<file path="src/rtl/game_ctrl_if.sv">
// Signal bundle between game_ctrl and the FlappyBird pixel/address datapath.
// The hiscore signal exists only when GAME_CTRL_HISCORE_EN is defined.
interface game_ctrl_if;
  logic [9:0]  keydata;
  logic        hit;
  logic        pass;
  logic        frame_tick;
  logic [1:0]  mode;
  logic        death;
  logic [8:0]  birdy;
  logic [10:0] scroll;
  logic [11:0] score;
`ifdef GAME_CTRL_HISCORE_EN
  logic [11:0] hiscore;

  modport master (
    input  keydata, hit, pass,
    output frame_tick, mode, death, birdy, scroll, score, hiscore
  );
  modport slave (
    output keydata, hit, pass,
    input  frame_tick, mode, death, birdy, scroll, score, hiscore
  );
`else
  modport master (
    input  keydata, hit, pass,
    output frame_tick, mode, death, birdy, scroll, score
  );
  modport slave (
    output keydata, hit, pass,
    input  frame_tick, mode, death, birdy, scroll, score
  );
`endif
endinterface

</file>
<file path="src/rtl/game_ctrl.sv">
// FlappyBird game sequencer: PS/2 key events, TITLE/RUN/PAUSE/DEAD FSM, physics tick, bird/scroll/score.
// Define GAME_CTRL_HISCORE_EN to add the hiscore register and output.
module game_ctrl #(
  parameter int unsigned TICK_DIV    = 524288,
  parameter int unsigned BIRD_Y_INIT = 200,
  parameter int unsigned BIRD_Y_MAX  = 450,
  parameter int unsigned FLAP_STEP   = 3,
  parameter int unsigned FLAP_MIN    = 10,
  parameter int unsigned SCROLL_WRAP = 1920
) (
  input logic         clk,
  input logic         rst,
  game_ctrl_if.master bus
);

  localparam int unsigned TW = (TICK_DIV > 1) ? $clog2(TICK_DIV) : 1;

  localparam logic [9:0] KEY_W = 10'h01D;
  localparam logic [9:0] KEY_S = 10'h01B;
  localparam logic [9:0] KEY_A = 10'h01C;
  localparam logic [9:0] KEY_P = 10'h04D;

  typedef enum logic [1:0] {
    TITLE = 2'b00,
    RUN   = 2'b01,
    PAUSE = 2'b10,
    DEAD  = 2'b11
  } mode_t;

  mode_t       mode, mode_nx;
  logic        death;
  logic [TW-1:0] tick_cnt;
  logic        frame_tick;
  logic [9:0]  kd_q;
  logic [8:0]  birdy, birdy_nx;
  logic [10:0] scroll, scroll_nx;
  logic [11:0] score, score_nx;
  logic        init_game;
  logic        ev_a, ev_s, ev_p;
  logic        flap;
  logic [9:0]  fall;
  logic [11:0] score_inc;

  // Edge-detected key events; a held key produces a single event
  assign ev_a = (bus.keydata == KEY_A) && (kd_q != KEY_A);
  assign ev_s = (bus.keydata == KEY_S) && (kd_q != KEY_S);
  assign ev_p = (bus.keydata == KEY_P) && (kd_q != KEY_P);

  // Flap is level-sensitive and suppressed near the ceiling
  assign flap      = (bus.keydata == KEY_W) && (birdy >= 9'(FLAP_MIN));
  assign fall      = 10'(birdy) + 10'd1 - (flap ? 10'(FLAP_STEP) : 10'd0);
  assign score_inc = (score == 12'hFFF) ? score : score + 12'd1;

  // Free-running physics tick and key history
  always_ff @(posedge clk or posedge rst) begin
    if (rst) begin
      tick_cnt   <= '0;
      frame_tick <= 1'b0;
      kd_q       <= '0;
    end else begin
      frame_tick <= (tick_cnt == TW'(TICK_DIV - 1));
      tick_cnt   <= (tick_cnt == TW'(TICK_DIV - 1)) ? '0 : tick_cnt + TW'(1);
      kd_q       <= bus.keydata;
    end
  end

  // Next-state and next-datapath-value decision
  always_comb begin
    mode_nx   = mode;
    birdy_nx  = birdy;
    scroll_nx = scroll;
    score_nx  = score;
    init_game = 1'b0;
    unique case (mode)
      TITLE: begin
        if (ev_a) init_game = 1'b1;
      end
      RUN: begin
        if (bus.hit) begin
          mode_nx = DEAD;
        end else if (ev_s) begin
          init_game = 1'b1;
        end else begin
          if (ev_p) begin
            mode_nx = PAUSE;
          end else if (frame_tick) begin
            if (fall >= 10'(BIRD_Y_MAX)) begin
              birdy_nx = 9'(BIRD_Y_MAX);
              mode_nx  = DEAD;
            end else begin
              birdy_nx = fall[8:0];
            end
            scroll_nx = (scroll == 11'(SCROLL_WRAP - 1)) ? 11'd0 : scroll + 11'd1;
          end
          if (bus.pass) score_nx = score_inc;
        end
      end
      PAUSE: begin
        if (ev_s)      init_game = 1'b1;
        else if (ev_p) mode_nx   = RUN;
      end
      DEAD: begin
        if (ev_s)      init_game = 1'b1;
        else if (ev_a) mode_nx   = TITLE;
      end
    endcase
    if (init_game) begin
      mode_nx   = RUN;
      birdy_nx  = 9'(BIRD_Y_INIT);
      scroll_nx = '0;
      score_nx  = '0;
    end
  end

  // Game state registers
  always_ff @(posedge clk or posedge rst) begin
    if (rst) begin
      mode   <= TITLE;
      death  <= 1'b0;
      birdy  <= 9'(BIRD_Y_INIT);
      scroll <= '0;
      score  <= '0;
    end else begin
      mode   <= mode_nx;
      death  <= (mode_nx == DEAD);
      birdy  <= birdy_nx;
      scroll <= scroll_nx;
      score  <= score_nx;
    end
  end

  assign bus.frame_tick = frame_tick;
  assign bus.mode       = mode;
  assign bus.death      = death;
  assign bus.birdy      = birdy;
  assign bus.scroll     = scroll;
  assign bus.score      = score;

`ifdef GAME_CTRL_HISCORE_EN
  logic [11:0] hiscore;

  // Captured on the cycle the game ends, using the final score of that game
  always_ff @(posedge clk or posedge rst) begin
    if (rst) begin
      hiscore <= '0;
    end else if ((mode != DEAD) && (mode_nx == DEAD) && (score_nx > hiscore)) begin
      hiscore <= score_nx;
    end
  end

  assign bus.hiscore = hiscore;
`endif

endmodule

</file>
<file path="src/flat_wrapper.sv">
// flat-port wrapper written by rule: the top's interface ports become plain ports
module game_ctrl_flat 
#(
  parameter int unsigned TICK_DIV    = 524288,
  parameter int unsigned BIRD_Y_INIT = 200,
  parameter int unsigned BIRD_Y_MAX  = 450,
  parameter int unsigned FLAP_STEP   = 3,
  parameter int unsigned FLAP_MIN    = 10,
  parameter int unsigned SCROLL_WRAP = 1920
)
  (clk, rst, bus_keydata, bus_hit, bus_pass, bus_frame_tick, bus_mode, bus_death, bus_birdy, bus_scroll, bus_score);
  game_ctrl_if bus_i ();
  input logic clk;
  input logic rst;
  input wire logic [$bits(bus_i.keydata)-1:0] bus_keydata;
  input wire logic [$bits(bus_i.hit)-1:0] bus_hit;
  input wire logic [$bits(bus_i.pass)-1:0] bus_pass;
  output wire logic [$bits(bus_i.frame_tick)-1:0] bus_frame_tick;
  output wire logic [$bits(bus_i.mode)-1:0] bus_mode;
  output wire logic [$bits(bus_i.death)-1:0] bus_death;
  output wire logic [$bits(bus_i.birdy)-1:0] bus_birdy;
  output wire logic [$bits(bus_i.scroll)-1:0] bus_scroll;
  output wire logic [$bits(bus_i.score)-1:0] bus_score;
  assign bus_i.keydata = bus_keydata;
  assign bus_i.hit = bus_hit;
  assign bus_i.pass = bus_pass;
  assign bus_frame_tick = bus_i.frame_tick;
  assign bus_mode = bus_i.mode;
  assign bus_death = bus_i.death;
  assign bus_birdy = bus_i.birdy;
  assign bus_scroll = bus_i.scroll;
  assign bus_score = bus_i.score;
  game_ctrl #(.TICK_DIV(TICK_DIV), .BIRD_Y_INIT(BIRD_Y_INIT), .BIRD_Y_MAX(BIRD_Y_MAX), .FLAP_STEP(FLAP_STEP), .FLAP_MIN(FLAP_MIN), .SCROLL_WRAP(SCROLL_WRAP)) u_core (.clk(clk), .rst(rst), .bus(bus_i));
endmodule
</file>
<file path="config.mk">
export PLATFORM = sky130hd
export DESIGN_NAME = game_ctrl_flat
export DESIGN_NICKNAME = d
export VERILOG_FILES = /design/src/rtl/game_ctrl_if.sv /design/src/rtl/game_ctrl.sv /design/src/flat_wrapper.sv
export SDC_FILE = /design/constraint.sdc
export NUM_CORES = 1
export LEC_CHECK = 0
export CORE_ASPECT_RATIO = 0.75
export CORE_MARGIN = 2
export CORE_UTILIZATION = 55
export CTS_CLUSTER_SIZE = 10
export DETAILED_ROUTE_END_ITERATION = 8
export GPL_TIMING_DRIVEN = 0
export MAX_ROUTING_LAYER = met4
export PLACE_DENSITY = 0.87
export SETUP_SLACK_MARGIN = 0.15
export SLEW_MARGIN = 15
export SYNTH_ARGS = -nofsm -noshare
export SYNTH_HDL_FRONTEND = slang
export SYNTH_SLANG_ARGS = --single-unit
</file>
<file path="constraint.sdc">
create_clock -name clk -period 5 [get_ports clk]
set_input_delay 1 -clock clk [delete_from_list [all_inputs] [get_ports clk]]
set_output_delay 1 -clock clk [all_outputs]
set_load 0.005 [all_outputs]
</file>
After elaboration in Yosys (flattened, before gate mapping)

Index checks and enable logic that the tools add are counted.

Bits in registers: 65
Latch bits: 0
RAM bits: 0
Bits in read-only memories: 0
Output and inout port bits: 36
Logic and storage cells: 81
Memories: 0

Add/sub/neg operators: 5
$mul: 0
Div/mod/pow operators: 0
Order comparisons: 2
Equality and inequality tests: 18
Shift-type cells: 0
Multiplexer cells: 37
Bitwise operators: 0
Reductions and logical operators: 11

Operators with widths:

| cell                                                    | number |
|---|---|
| two-way mux 11 bit                                      | 7 |
| two-way mux 12 bit                                      | 6 |
| two-way mux 9 bit                                       | 7 |
| == test 10 x 5 -> 1 bit (second input constant)         | 3 |
| two-way mux 2 bit                                       | 11 |
| inequality test 10 x 5 -> 1 bit (second input constant) | 2 |
| adder 19 x 1 -> 19 bit (second input constant)          | 1 |
| == test 19 bit (second input constant)                  | 1 |
| two-way mux 19 bit                                      | 1 |
| adder 12 x 1 -> 12 bit (second input constant)          | 1 |
| == test 12 bit (second input constant)                  | 1 |
| adder 11 x 1 -> 11 bit (second input constant)          | 1 |
| == test 11 bit (second input constant)                  | 1 |
| adder 9 x 1 -> 10 bit (second input constant)           | 1 |
| == test 10 x 7 -> 1 bit (second input constant)         | 1 |
| >= comparator 10 x 9 -> 1 bit (second input constant)   | 1 |
| inequality test 10 x 7 -> 1 bit (second input constant) | 1 |
| AND reduction 5 bit                                     | 2 |
| subtractor 10 bit                                       | 1 |
| >= comparator 9 x 4 -> 1 bit (second input constant)    | 1 |
| inequality test 2 x 1 -> 1 bit (second input constant)  | 4 |
| == test 2 bit (second input constant)                   | 3 |
| case mux 2 bit (3 select lines)                         | 1 |
| nonzero test 2 bit                                      | 3 |
| 6 further kinds                                         | 11 |

Longest topological paths before layout

Gate-level depths: netlist of the first run.

Depth after elaboration: 13
Mapped depth: 18
Mapped depth without buffers: 18

Worst setup path after synthesis of the first run

Ideal clock, no wire load.

Path kind: input port to flip-flop
From: input bus_keydata[5]
To: register u_core.birdy[2] (netlist: u_core.bus.birdy[2])
Library setup time: 0.122 ns
Arrival time: 4.335 ns
Data required time: 4.878 ns
Setup slack: 0.544 ns
Cell stages on the path: 12
Buffers on the path: 0
Cell sequence: or4_4 > or3_1 > or3_1 > ha_1 > ha_1 > fa_1 > a21o_1 > a2111oi_0 > nand4b_1 > o31a_1 > nand3b_1 > a32o_1

Longest elaborated chain between the ends: 12

RTL lines:

| item                          | line               | RTL |
|---|---|---|
| from (decl)                   | flat_wrapper.sv:15 | `input wire logic [$bits(bus_i.keydata)-1:0] bus_keydata;` |
| == test 10 x 5 -> 1 bit       | game_ctrl.sv:50    | `assign flap = (bus.keydata == KEY_W) && (birdy >= 9'(FLAP_MIN));` |
| logical AND 1 bit             | game_ctrl.sv:50    |  |
| two-way mux 2 bit             | game_ctrl.sv:51    | `assign fall = 10'(birdy) + 10'd1 - (flap ? 10'(FLAP_STEP) : 10'd0);` |
| subtractor 10 bit             | game_ctrl.sv:51    |  |
| >= comparator 10 x 9 -> 1 bit | game_ctrl.sv:87    | `if (fall >= 10'(BIRD_Y_MAX)) begin` |
| two-way mux 9 bit             | game_ctrl.sv:87    |  |
| two-way mux 9 bit             | game_ctrl.sv:86    | `end else if (frame_tick) begin` |
| two-way mux 9 bit             | game_ctrl.sv:84    | `if (ev_p) begin` |
| two-way mux 9 bit             | game_ctrl.sv:81    | `end else if (ev_s) begin` |
| two-way mux 9 bit             | game_ctrl.sv:79    | `if (bus.hit) begin` |
| two-way mux 9 bit             | game_ctrl.sv:74    | `unique case (mode)` |
| two-way mux 9 bit             | game_ctrl.sv:107   | `if (init_game) begin` |
| to (signal assigned)          | game_ctrl.sv:120   | `birdy <= 9'(BIRD_Y_INIT);` |
| to (signal assigned)          | game_ctrl.sv:126   | `birdy <= birdy_nx;` |
| to (decl)                     | game_ctrl.sv:35    | `logic [8:0] birdy, birdy_nx;` |

Several ways; a longest one is shown, not always the timed one. The select of a mux whose other input is x is not followed.
A chain may end at the register's enable or synchronous reset.

Final worst setup path of the first run

From: input bus_keydata[8]
To: register u_core.birdy[5] (netlist: u_core.bus.birdy[5])

The elaborated chain is that of the path after synthesis.

==> metrics.csv, run 1 <==
metric,value,unit
status,completed,
met2 global-route usage,39.4,%
post-DR vias/cell,5.87,
crit path max fanout,6,
Residual DRC,0,
Syn. warnings,0,
Total GRT Usage,25.3,%
Hold Path Depth,1,
Die Ht,74.9,µm
post-synthesis cell type count,63,
Peak VDD IR,174,µV
most frequent cells in the layout,"dfrtp_1, clkdlybuf4s50_1, nor2_1",
initial core utilization,57.8,%
hold_buf cts,0,
largest net degree at the start of global routing,57,
worst-skew pair later-pin latency,0.35,ns
worst path required time,5.23,ns
die width,98.6,µm
Finished Cell Area,4570,µm²
Yosys reg bits,65,
post-route ant nets,0,
Synth Area in Adders,7.32,%
Synth Area in XOR/XNOR,8.55,%
GRT met1 Usage,34.4,%
headroom to the max-slew limit,63.3,%
IO Count,50,
die area,7390,µm²
PD cells,246,nW/µm²
vias in the first global route,3065,
Post-synth EDFFs,0,
Port Buffers,49,
Syn Area/Cell,9.76,µm²
Final Setup Violations,0,
number of fill cells,481,
initial antenna violation count,0,
CTS Root Cell,clkbuf_8,
final max-slew violation count,0,
largest family of logic cells by synthesized area,simple AND/OR/NAND/NOR gates,
Fin. Hold Viols,0,
HP Class,flop to flop,
via count,3107,
Diodes inserted,0,
CTS tree,done,
Crit Reg-Reg Startpoint,u_core.bus.birdy[3]$_DFFE_PP1P_,
Synth Instances,378,
Layout Nets,478,
Post-Layout Cell Count,529,
Clock Tree Buf Depth,2,
RSZ-0062 raised after global routing,no,
"most common cell after layout, fill and taps aside",dfrtp_1,
reported max-cap violation count,0,
per-cell routed wire length,16.3,µm
WP data arrival,4.90,ns
gpl congestion,0.903,
Leakage,2.09,nW
Crit. End Element,flop,
row cnt,25,
hpwl dp,6080,µm
simple-gate share of the synthesized area,25.5,%
reg2reg path depth,17,
DP Area,4310,µm²
Synth-to-Final Area Change,23.8,%
Critical Path Source Type,input port,
RR Endpoint,u_core.bus.birdy[5]$_DFFE_PP0P_,
GRT Residual Overflow,0,
first-pass GRT wire length,14300,µm
Reg2Reg Setup Slack,1.11,ns
complex-gate fraction of the synthesized area,10.9,%
Fmax,214,MHz
post-synthesis mux area share,0.305,%
final WL,8610,µm
fin crit period,4.66,ns
CORE AREA,6380,µm²
Syn Nets,413,
Tcrit/Tclk final,93.3,%
cell area after synthesis,3690,µm²
CTS Sinks,65,
share of layout cells above drive strength 1,10.0,%
worst setup path category,input port to flop,
GR met3 Demand/Resource,5.20,%
H-tree depth,3,
initial drt markers,140,
drt pass-1 iters,4,
CTS Buf Count,9,
clk slew on worst S/H paths,0.07,ns
HP Start,u_core.tick_cnt[18]$_DFF_PP0_,
Hold Path Sink,u_core.tick_cnt[18]$_DFF_PP0_,
worst-margin pin slew,0.546,ns
Critical Path Source,bus_keydata[8],
placed cell count,509,
clock skew,0.0110,ns
"Seq/Total Area, Yosys",44.2,%
asr flop ratio synth,100,%
GRT Max-Usage Layer,met2,
top_reg_cell synth,dfrtp_1,
## worst max path at each step
stage,end,slack (ns),depth (start not counted)
3_5_place_dp,u_core.bus.birdy[0]$_DFFE_PP0P_,-0.38,13
2_1_floorplan,u_core.bus.birdy[2]$_DFFE_PP0P_,0.54,12
4_1_cts,u_core.bus.birdy[5]$_DFFE_PP0P_,0.21,13
3_3_place_gp,u_core.bus.birdy[5]$_DFFE_PP0P_,-0.32,13
6_report,u_core.bus.birdy[5]$_DFFE_PP0P_,0.34,14
5_1_grt,u_core.bus.birdy[2]$_DFFE_PP0P_,0.21,14
## flip-flops by register name, indices dropped and copies added (netlist names)
| signal | flops |
|---|---|
| u_core.bus.mode | 2 |
| u_core.bus.death | 1 |
| u_core.tick_cnt | 19 |
| u_core.kd_q | 10 |
| u_core.bus.score | 12 |
| u_core.bus.scroll | 11 |
| u_core.bus.frame_tick | 1 |
| u_core.bus.birdy | 9 |
## cell usage after synthesis, drive strengths merged, types with 2 or more instances
master | instances | share of area (%)
a2111oi | 2 | 0.47
a221o | 2 | 0.54
or4 | 4 | 1.0
a21oi | 12 | 1.6
nand2b | 3 | 0.51
nand2 | 24 | 2.4
nor4b | 2 | 0.47
clkbuf | 4 | 0.41
a21o | 3 | 0.61
xnor2 | 9 | 2.1
nor4 | 2 | 0.51
nand4 | 10 | 1.7
o21a | 3 | 0.61
a31oi | 4 | 0.68
nor2b | 5 | 0.85
nand3b | 3 | 0.61
nor3 | 9 | 1.4
a211oi | 2 | 0.41
dfstp | 3 | 2.1
nand3 | 28 | 3.8
a22o | 2 | 0.47
a32o | 5 | 1.4
dfrtp | 62 | 42
xor2 | 27 | 6.4
ha | 20 | 6.8
o2bb2ai | 2 | 0.47
o21ai | 6 | 0.81
and2 | 4 | 0.75
or4b | 3 | 0.92
inv | 20 | 2.0
and3 | 16 | 2.7
nor2 | 42 | 4.3
or3 | 3 | 0.51
a211o | 2 | 0.47
or2 | 3 | 0.51
and4 | 2 | 0.47
buf | 4 | 0.78
nor3b | 4 | 0.81
## final cells by class
class / instances / area (µm²) / share of cell area, %
inverters: 20 / 77.6 / 1.70
plain buffers: 8 / 43.8 / 0.958
repair buffers: 54 / 552 / 12.1
multi-input cells: 285 / 1970 / 43.1
clock inverters: 5 / 55.1 / 1.20
flip-flops and latches: 65 / 1630 / 35.7
clock buffers: 11 / 141 / 3.09
well taps: 81 / 101 / 2.22
## where the power goes
group          leakage (nW)  switching [W]  internal, W
Combinational          1.16      0.0000560    0.0000596
Clock                0.0953       0.000206     0.000242
Sequential            0.833      0.0000164     0.000542
## per-layer routing
layer  share of wire, %  up-vias
li1                   -     1474
met1                 48     1537
met2                 45       82
met3                5.4       14
met4                1.6        0
met5                  0        -
## critical path, stage by stage
cell and delay, ns:
clkdlybuf4s50_1 0.42, or4_4 0.56, or3_4 0.37, or3_1 0.37, ha_1 0.19, ha_2 0.19, fa_2 0.39, a21o_1 0.23
a2111oi_2 0.28, nand4b_1 0.19, o31a_1 0.19, nand3b_1 0.10, buf_4 0.18, a32o_1 0.24
## what timing repair did
action | CTS | global route
pin swaps | 0 | 5
resized for setup | 4 | 5
setup buffers | 2 | 2
setup endpoints to repair | 9 | 9
## per-stage QoR
step / utilization [%] / setup TNS, ns / power, W / hold WS (ns) / setup WS, ns
2_1_floorplan: - / 0 / 0.000620 / 0.438 / 0.544
3_3_place_gp: 67.1 / -2.07 / 0.000670 / 0.456 / -0.324
3_5_place_dp: 67.6 / -2.69 / 0.000677 / 0.459 / -0.384
4_1_cts: 71.0 / 0 / 0.00112 / 0.472 / 0.207
5_1_grt: 71.6 / 0 / 0.00116 / 0.497 / 0.207
6_report: 71.6 / 0 / 0.00112 / 0.473 / 0.335
## logic make-up after synthesis
logic type                 after synthesis
and+or+nand+nor                        172
xor gates and xnor gates                36
DFF                                     65
adders and majority gates               21
muxes                                    1
AOI/OAI and AO/OA                       55
buffers and inverters                   28
Note: power is estimated with default switching activity, not from simulation.
==> inputs of run 2 (changes only) <==
==> constraint.sdc (replaced) <==
create_clock -name clk -period 5 [get_ports clk]
set_input_delay 1.25 -clock clk [delete_from_list [all_inputs] [get_ports clk]]
set_output_delay 1.25 -clock clk [all_outputs]
set_load 0.005 [all_outputs]
==> metrics.csv, run 2 (synthesis gave the netlist of run 1 again) <==
metric,value,unit,change
status,completed,,
storage element area,1630,µm²,unchanged
number of fill cells,460,,-4.4%
placed cell count,509,,unchanged
clk slew on worst S/H paths,0.07,ns,about the same
Crit. End Element,flop,,
CTS tree,done,,
CTS Root Cell,clkbuf_8,,
die area,7390,µm²,unchanged
biggest regs,"u_core.tick_cnt (19), u_core.bus.score (12), u_core.bus.scroll (11)",,
row cnt,25,,unchanged
worst setup path category,input port to flop,,
HP Class,flop to flop,,
Finished Cell Area,4650,µm²,+1.7%
Critical Path Source Type,input port,,
Overall Power,0.00112,W,-0.36%
CTS Buf Count,9,,unchanged
Clock Tree Buf Depth,2,,unchanged
Tcrit/Tclk final,95.4,%,+2.1 points
initial antenna violation count,0,,unchanged
headroom to the max-slew limit,61.7,%,-1.6 points
per-cell routed wire length,16.4,µm,+0.49%
Largest register FFs,19,,unchanged
post-route ant nets,0,,unchanged
initial drt markers,169,,+21%
Largest Register,u_core.tick_cnt,,
Residual DRC,0,,unchanged
CORE AREA,6380,µm²,unchanged
worst-skew pair later-pin latency,0.34,ns,about the same
footprint of the multi-input gates,2010,µm²,+2.4%
gpl congestion,0.903,,unchanged
fin crit period,4.77,ns,+0.107 ns
WHS,0.473,ns,-0.000689 ns
Leakage,2.14,nW,+2.3%
worst path required time,5.23,ns,about the same
via count,3159,,+1.7%
crit path max fanout,6,,unchanged
Diodes inserted,0,,unchanged
Sw Share,24.6,%,-0.24 points
setup TNS,0,ns,unchanged
die width,98.6,µm,unchanged
largest net degree at the start of global routing,57,,unchanged
P_sw,0.000275,W,-1.3%
H-tree depth,3,,unchanged
Fmax,210,MHz,-2.2%
P_int,0.000843,W,about the same
post-DR vias/cell,5.93,,+0.91%
Final Setup Violations,0,,unchanged
final max-slew violation count,0,,unchanged
Port Buffers,49,,unchanged
combinational power share,10.4,%,about the same
worst-margin pin slew,0.569,ns,+0.0231 ns
CTS Sinks,65,,unchanged
vias in the first global route,3115,,+1.6%
clock skew,0.00890,ns,-0.00205 ns
final WL,8720,µm,+1.3%
most frequent cells in the layout,"dfrtp_1, clkdlybuf4s50_1, nor2_1",,
GRT Residual Overflow,0,,unchanged
RSZ-0062 raised after global routing,no,,
DP Area,4310,µm²,unchanged
Die Ht,74.9,µm,unchanged
hpwl dp,6080,µm,unchanged
reported max-cap violation count,0,,unchanged
initial core utilization,57.8,%,unchanged
Layout Nets,482,,+0.84%
Peak VDD IR,172,µV,-1.2%
Fin. Hold Viols,0,,unchanged
share of layout cells above drive strength 1,12.2,%,+2.1 points
drt pass-1 iters,4,,unchanged
Total GRT Usage,25.4,%,+0.15 points
WP data arrival,5.00,ns,+0.10 ns
IO Count,50,,unchanged
first-pass GRT wire length,14500,µm,+1.1%
Post-Layout Cell Count,533,,+0.76%
Seq pwr share,49.9,%,about the same
"most common cell after layout, fill and taps aside",dfrtp_1,,
Synth-to-Final Area Change,26.0,%,
PD cells,240,nW/µm²,-2.0%
clock share of power,39.6,%,-0.3 points
run 2: cell types whose count changed in the layout (fill, tap and decap cells not counted), sizes merged:
cell	change
buf	+4
clkdlybuf4s50	-4
dlygate4sd2	+2
dlymetal6s2s	+2
run 2: layout make-up:
class                      count  share of cell area [%]
buffer                         8                   0.942
clock buffer                  11                    3.04
clock inverter                 5                    1.18
inverter                      20                    1.67
multi-input combinational    285                    43.3
sequential                    65                    35.1
tap                           81                    2.18
timing repair buffer          58                    12.6
run 2: critical path, cell delays in order:
cell,delay (ns)
dlygate4sd2_1,0.25
or4_4,0.53
or3_4,0.43
or3_4,0.39
ha_4,0.17
ha_4,0.16
fa_2,0.36
a21o_1,0.21
a2111oi_2,0.28
nand4b_1,0.18
o31a_1,0.20
nand3b_1,0.25
a32o_1,0.33
run 2: timing repair:
| item | in CTS | in global routing |
|---|---|---|
| endpoints found under the setup margin | 11 | 11 |
| resized for setup | 12 | 9 |
| pin swaps | 11 | 9 |
| endpoints found under the hold margin | 0 | 0 |
| setup buffers | 8 | 0 |
| hold buffers | 0 | 0 |
run 2: worst paths after layout:
check / from / to / slack [ns] / cells after the start
worst max register to register: u_core.bus.birdy[3]$_DFFE_PP1P_ / u_core.bus.birdy[0]$_DFFE_PP0P_ / 1.04 / 16
worst min register to register: u_core.tick_cnt[18]$_DFF_PP0_ / u_core.tick_cnt[18]$_DFF_PP0_ / 0.47 / 1
worst max-delay path: bus_keydata[7] / u_core.bus.birdy[0]$_DFFE_PP0P_ / 0.23 / 13
worst min-delay path: u_core.tick_cnt[18]$_DFF_PP0_ / u_core.tick_cnt[18]$_DFF_PP0_ / 0.47 / 1
max in group asynchronous: rst / u_core.bus.birdy[7]$_DFFE_PP1P_ / 3.30 / 3
min in group asynchronous: rst / u_core.tick_cnt[14]$_DFF_PP0_ / 1.16 / 2
run 2: stage by stage:
step,setup slack [ns],util [%]
2_1_floorplan,0.294,-
3_3_place_gp,-0.574,67.1
3_5_place_dp,-0.634,67.6
4_1_cts,0.165,72.2
5_1_grt,0.140,72.8
6_report,0.228,72.8
run 2: power by group through the flow:
stage               registers (W)  clock network, W  logic (W)
floorplan                0.000564                 0  0.0000559
global placement         0.000566                 0   0.000104
detailed placement       0.000568                 0   0.000109
CTS                      0.000558          0.000451   0.000114
global route             0.000559          0.000472   0.000130
finish                   0.000558          0.000443   0.000117
run 2: per-layer routing:
layer	part of all wire, %	vias up	global-route usage, %
li1	-	1486	-
met1	48	1564	34.4
met2	45	90	39.7
met3	5.2	19	5.39
met4	1.5	0	6.85
met5	0	-	-
==> RTL edit 1: new RTL, config.mk and constraints of run 2 <==
`TICK_DIV` is set to 524288 in 2 places; all go to 262144.
--- a/src/rtl/game_ctrl.sv
+++ b/src/rtl/game_ctrl.sv
@@ -2,5 +2,5 @@
 // Define GAME_CTRL_HISCORE_EN to add the hiscore register and output.
 module game_ctrl #(
-  parameter int unsigned TICK_DIV    = 524288,
+  parameter int unsigned TICK_DIV    = 262144,
   parameter int unsigned BIRD_Y_INIT = 200,
   parameter int unsigned BIRD_Y_MAX  = 450,
--- a/src/flat_wrapper.sv
+++ b/src/flat_wrapper.sv
@@ -2,5 +2,5 @@
 module game_ctrl_flat 
 #(
-  parameter int unsigned TICK_DIV    = 524288,
+  parameter int unsigned TICK_DIV    = 262144,
   parameter int unsigned BIRD_Y_INIT = 200,
   parameter int unsigned BIRD_Y_MAX  = 450,
Function: no difference found for any inputs over 10 cycles, from zero or initial values and one cycle with rst high; that may be too few to reach the edited logic, so the function may still have changed.
==> RTL edit 1 against run 2 <==
Sequential share of layout area down 0.13 points. Die area is 0.42% higher. Utilization is 1.2 points lower. Final cell count down 1.7%. Non-clock buffer count down 6. Largest cell class unchanged. Count of clock-buffer cells in the layout fell by 2. First-iteration DRC count is 31% higher. Sequential cell count fell by 1. Power up 10%. Worst setup slack better by 0.038 ns. Synthesized area up 0.44%. Design area is 1.2% lower. Routed wire length grew 3.0%.
==> RTL edit 1: results (changes against run 2) <==
outcome: "finished, final reports clean"
netSwitchingPower_w: 0.0003204  # +17%
min_from: "u_core.tick_cnt[12]$_DFF_PP0_"
whs_ns: 0.4826  # +0.009940 ns
nets: 473  # -1.9%
fillers: 463  # +0.65%
combPwrFrac: 0.126  # +0.022
synth_nets: 411  # -0.48%
drtIter0Drc: 222  # +31%
synth_common_cells: "61 x dfrtp_1, 47 x nor2_1, 22 x nand2_1"
ir_worst_vdd_uv: 157.7  # -8.2%
post-place-ws_ns: -0.3188  # +0.3147 ns
fin_worst_skew_ns: 0.01575  # +0.006850 ns
hold_end: "u_core.tick_cnt[12]$_DFF_PP0_"
avgSynthCellArea_um2: 9.857  # +0.98%
worst_pin_slew_ns: 0.5893  # +0.01983 ns
dp.cells: 507  # -0.39%
power.leakage_nw: 2.037  # -4.8%
grt_pass1_wl_um: 14770  # +2.1%
grt_max_degree: 43  # -25%
vias_per_cell: 6.031  # +1.7%
grt_pass1_vias: 3101  # -0.45%
ys_seq_area_frac: 0.4332  # -0.008691
synth.area.top_cells: "dfrtp_1 41%, ha_1 6.8%, nor2_1 4.8%"
switching_share: 0.2596  # +0.01377
pwr-share-seq: 0.463  # -0.036
wire_per_inst_um: 17.13  # +4.8%
slowest_stage: "clkdlybuf4s50_1"
r2r_slack_ns: 1.01  # -0.03 ns
drive_gt1_frac: 0.1016  # -0.02010
max_stage_delay_ns: 0.47  # -0.06 ns
grtUsageTotal: 0.2622  # +0.007791
dpl.hpwl_um: 6484  # +6.6%
==> RTL edit 1: cell types whose count changed in the layout (fill, tap and decap cells not counted), moves of 3 or more <==
cell                    run 2  this run
clkbuf_1                    5         2
o21ai_0                     5        13
xor2_1                     27        10
clkdlybuf4s50_1            45        49
and3_1                     16        11
nor2b_1                     5         8
nor3_1                      7        14
nand3_1                    28        21
xnor2_1                     9        20
nor2_1                     42        47
buf_4                       8         1
nand2_1                    24        21
==> RTL edit 1: routing by layer <==
metal | global-route usage | part of all wire | vias to the layer above | wire, µm
met4 | 0.1020 | 0.016 | 0 | 142
met1 | 0.3429 | 0.47 | 1562 | 4185
met5 | - | 0 | - | 0
li1 | - | - | 1478 | -
met3 | 0.05200 | 0.052 | 14 | 468
met2 | 0.4099 | 0.47 | 106 | 4181
==> RTL edit 1: logic make-up after synthesis <==
family	count (synthesis)	synth area share
AO/OA/AOI/OAI	60	0.1192
XOR/XNOR	30	0.07090
adder cells (fa/ha/maj)	21	0.07292
buffers and inverters	28	0.03579
flip-flops	64	0.4332
multiplexers	2	0.005739
AND/OR/NAND/NOR	171	0.2623
==> RTL edit 1: worst register-to-register path: stages, from the launching register on <==
cell and delay, ns:
dfstp_2 0.39, inv_1 0.17, ha_1 0.19, nor4bb_1 0.28
nand3_1 0.11, nand2_1 0.08, a21oi_1 0.05, or3_1 0.32
ha_1 0.20, ha_1 0.23, fa_1 0.43, nand3_1 0.11
a21boi_0 0.11, or3_1 0.38, a221oi_4 0.37, nand2_2 0.18
a32o_1 0.29
==> RTL edit 1: layout make-up <==
class / instances / area, µm² / share of cell area
multi-input cells: 284 / 2008 / 0.4371
flip-flops and latches: 64 / 1605 / 0.3494
repair buffers: 51 / 518.0 / 0.1127
clock buffers: 9 / 123.9 / 0.02696
clock inverters: 7 / 102.6 / 0.02233
well taps: 81 / 101.3 / 0.02206
inverters: 19 / 73.82 / 0.01607
plain buffers: 9 / 61.31 / 0.01334
==> RTL edit 1: worst max path at each step <==
stage                    from                              end  cells past startpoint
3_3_place_gp   bus_keydata[5]  u_core.bus.birdy[5]$_DFFE_PP0P_                     13
6_report       bus_keydata[8]  u_core.bus.birdy[2]$_DFFE_PP0P_                     13
2_1_floorplan  bus_keydata[5]  u_core.bus.birdy[2]$_DFFE_PP0P_                     12
5_1_grt        bus_keydata[8]  u_core.bus.birdy[5]$_DFFE_PP0P_                     13
4_1_cts        bus_keydata[5]  u_core.bus.birdy[2]$_DFFE_PP0P_                     13
3_5_place_dp   bus_keydata[5]  u_core.bus.birdy[2]$_DFFE_PP0P_                     13
==> RTL edit 1: repair_timing <==
item / in CTS / in global routing
gates resized for setup: 2 / 5
gates cloned: 0 / 0
endpoints found under the setup margin: 7 / 8
setup buffers: 0 / 1
pin swaps: 0 / 2
hold endpoints to repair: 0 / 0
==> RTL edit 2: new RTL, flow settings as in run 2 <==
Without the edit above. `kd_q` no longer has a reset.
--- a/src/rtl/game_ctrl.sv
+++ b/src/rtl/game_ctrl.sv
@@ -57,10 +57,12 @@
       tick_cnt   <= '0;
       frame_tick <= 1'b0;
-      kd_q       <= '0;
     end else begin
       frame_tick <= (tick_cnt == TW'(TICK_DIV - 1));
       tick_cnt   <= (tick_cnt == TW'(TICK_DIV - 1)) ? '0 : tick_cnt + TW'(1);
-      kd_q       <= bus.keydata;
     end
+  end
+
+  always_ff @(posedge clk) begin
+    kd_q <= bus.keydata;
   end
 
Behaviour: not the same (a bounded check fails within 4 cycles, from zero or initial values and one cycle with rst high).
==> RTL edit 2 against run 2 <==
Routed wire length fell by 0.75%. Design area fell by 5.8%. Sequential cell count did not move. Worst setup slack got worse by 0.033 ns. Die area fell by 6.2%. Power fell by 3.9%. Critical path depth rose by 3. Synthesized area fell by 6.5%. Clock skew barely moved. Fmax fell by 0.69%. Clock power fell by 2%.
==> RTL edit 2: results (changes against run 2) <==
netlist.area_leader.share: 0.3772  # -0.04326
combPwrFrac: 0.089  # -0.015
r2r-start: "u_core.bus.birdy[7]$_DFFE_PP1P_"
synth_common_cells: "52 x dfrtp_1, 35 x nor2_1, 24 x nand2_1"
synth_cell_types: 57  # -9.5%
wl_met1_um: 3828  # -8.1%
outcome: "finished, final reports clean"
ir_worst_vdd_uv: 158.6  # -7.6%
wl_met2_um: 4067  # +2.8%
slew_headroom: 0.5259  # -0.09157
fin_crit_sh: 0.9610  # +0.006586
cp_top_family: "compound AO/OA/AOI/OAI gates"
buffers: 62  # -6.1%
synth.area.top_cells: "dfrtp_1 38%, ha_1 7.3%, dfxtp_1 5.8%"
fillers: 406  # -12%
met3_length_um: 567  # +24%
reg2reg_depth: 19  # +3
post-place-ws_ns: -0.6583  # -0.02477 ns
multiInputGateArea_um2: 1843  # -8.5%
fin_worst_skew_ns: 0.008413  # -0.0004846 ns
grt_pass1_wl_um: 13810  # -4.5%
place.gp.congestion: 0.8696  # -3.7%
final.clkbuf_count: 14  # +3
powerClk_w: 0.000436  # -2%
whs_ns: 0.4635  # -0.009170 ns
vias_per_cell: 5.920  # -0.12%
power.leakage_nw: 1.987  # -7.1%
cp_max_fo: 3  # -3
grtUsageTotal: 0.2694  # +0.01498
use_met3: 0.07748  # +0.02363
met2_usage: 0.4202  # +0.02336
grt_pass1_vias: 2899  # -6.9%
internal_power_w: 0.0008150  # -3.3%
drt_first_pass_iters: 5  # +1
r2r_slack_ns: 0.69  # -0.35 ns
drtIter0Drc: 177  # +4.7%
final-clk-cell-share: 0.04431  # +0.002050
ys_async_sr_fraction: 0.8462  # -0.1538
grt_max_degree: 30  # -47%
synth_nets: 385  # -6.8%
RTL edit 2: cell count changes after synthesis, sizes merged, moves of 4 or more:
cell / change
dfrtp: -10
nor2: -7
and3: -9
nand3: -7
xnor2: +6
xor2: -6
o21ai: +5
dfxtp: +10
a32o: -4
RTL edit 2: what timing repair did:
item                       4_1_cts  5_1_grt
hold endpoints to repair         0        0
resized for setup               12       10
setup buffers                    4        1
pin swaps                       12       10
setup endpoints to repair       11        7
RTL edit 2: stage by stage:
stage | std cells | area, µm²
finish | 499 | 4377
global route | 499 | 4377
CTS | 498 | 4323
detailed placement | 478 | 4064
global placement | 477 | 4044
floorplan | 350 | 3456
RTL edit 2: logic make-up (layout without fill, tap and decap cells):
logic type,Yosys count,after routing,share of synthesized area
XOR/XNOR,36,36,0.09141
flip-flops,65,65,0.4581
AND/OR/NAND/NOR,142,142,0.2198
buffers and inverters,28,99,0.03337
multiplexers,3,3,0.009430
AO/OA/AOI/OAI,55,55,0.1095
adder cells (fa/ha/maj),21,21,0.07835
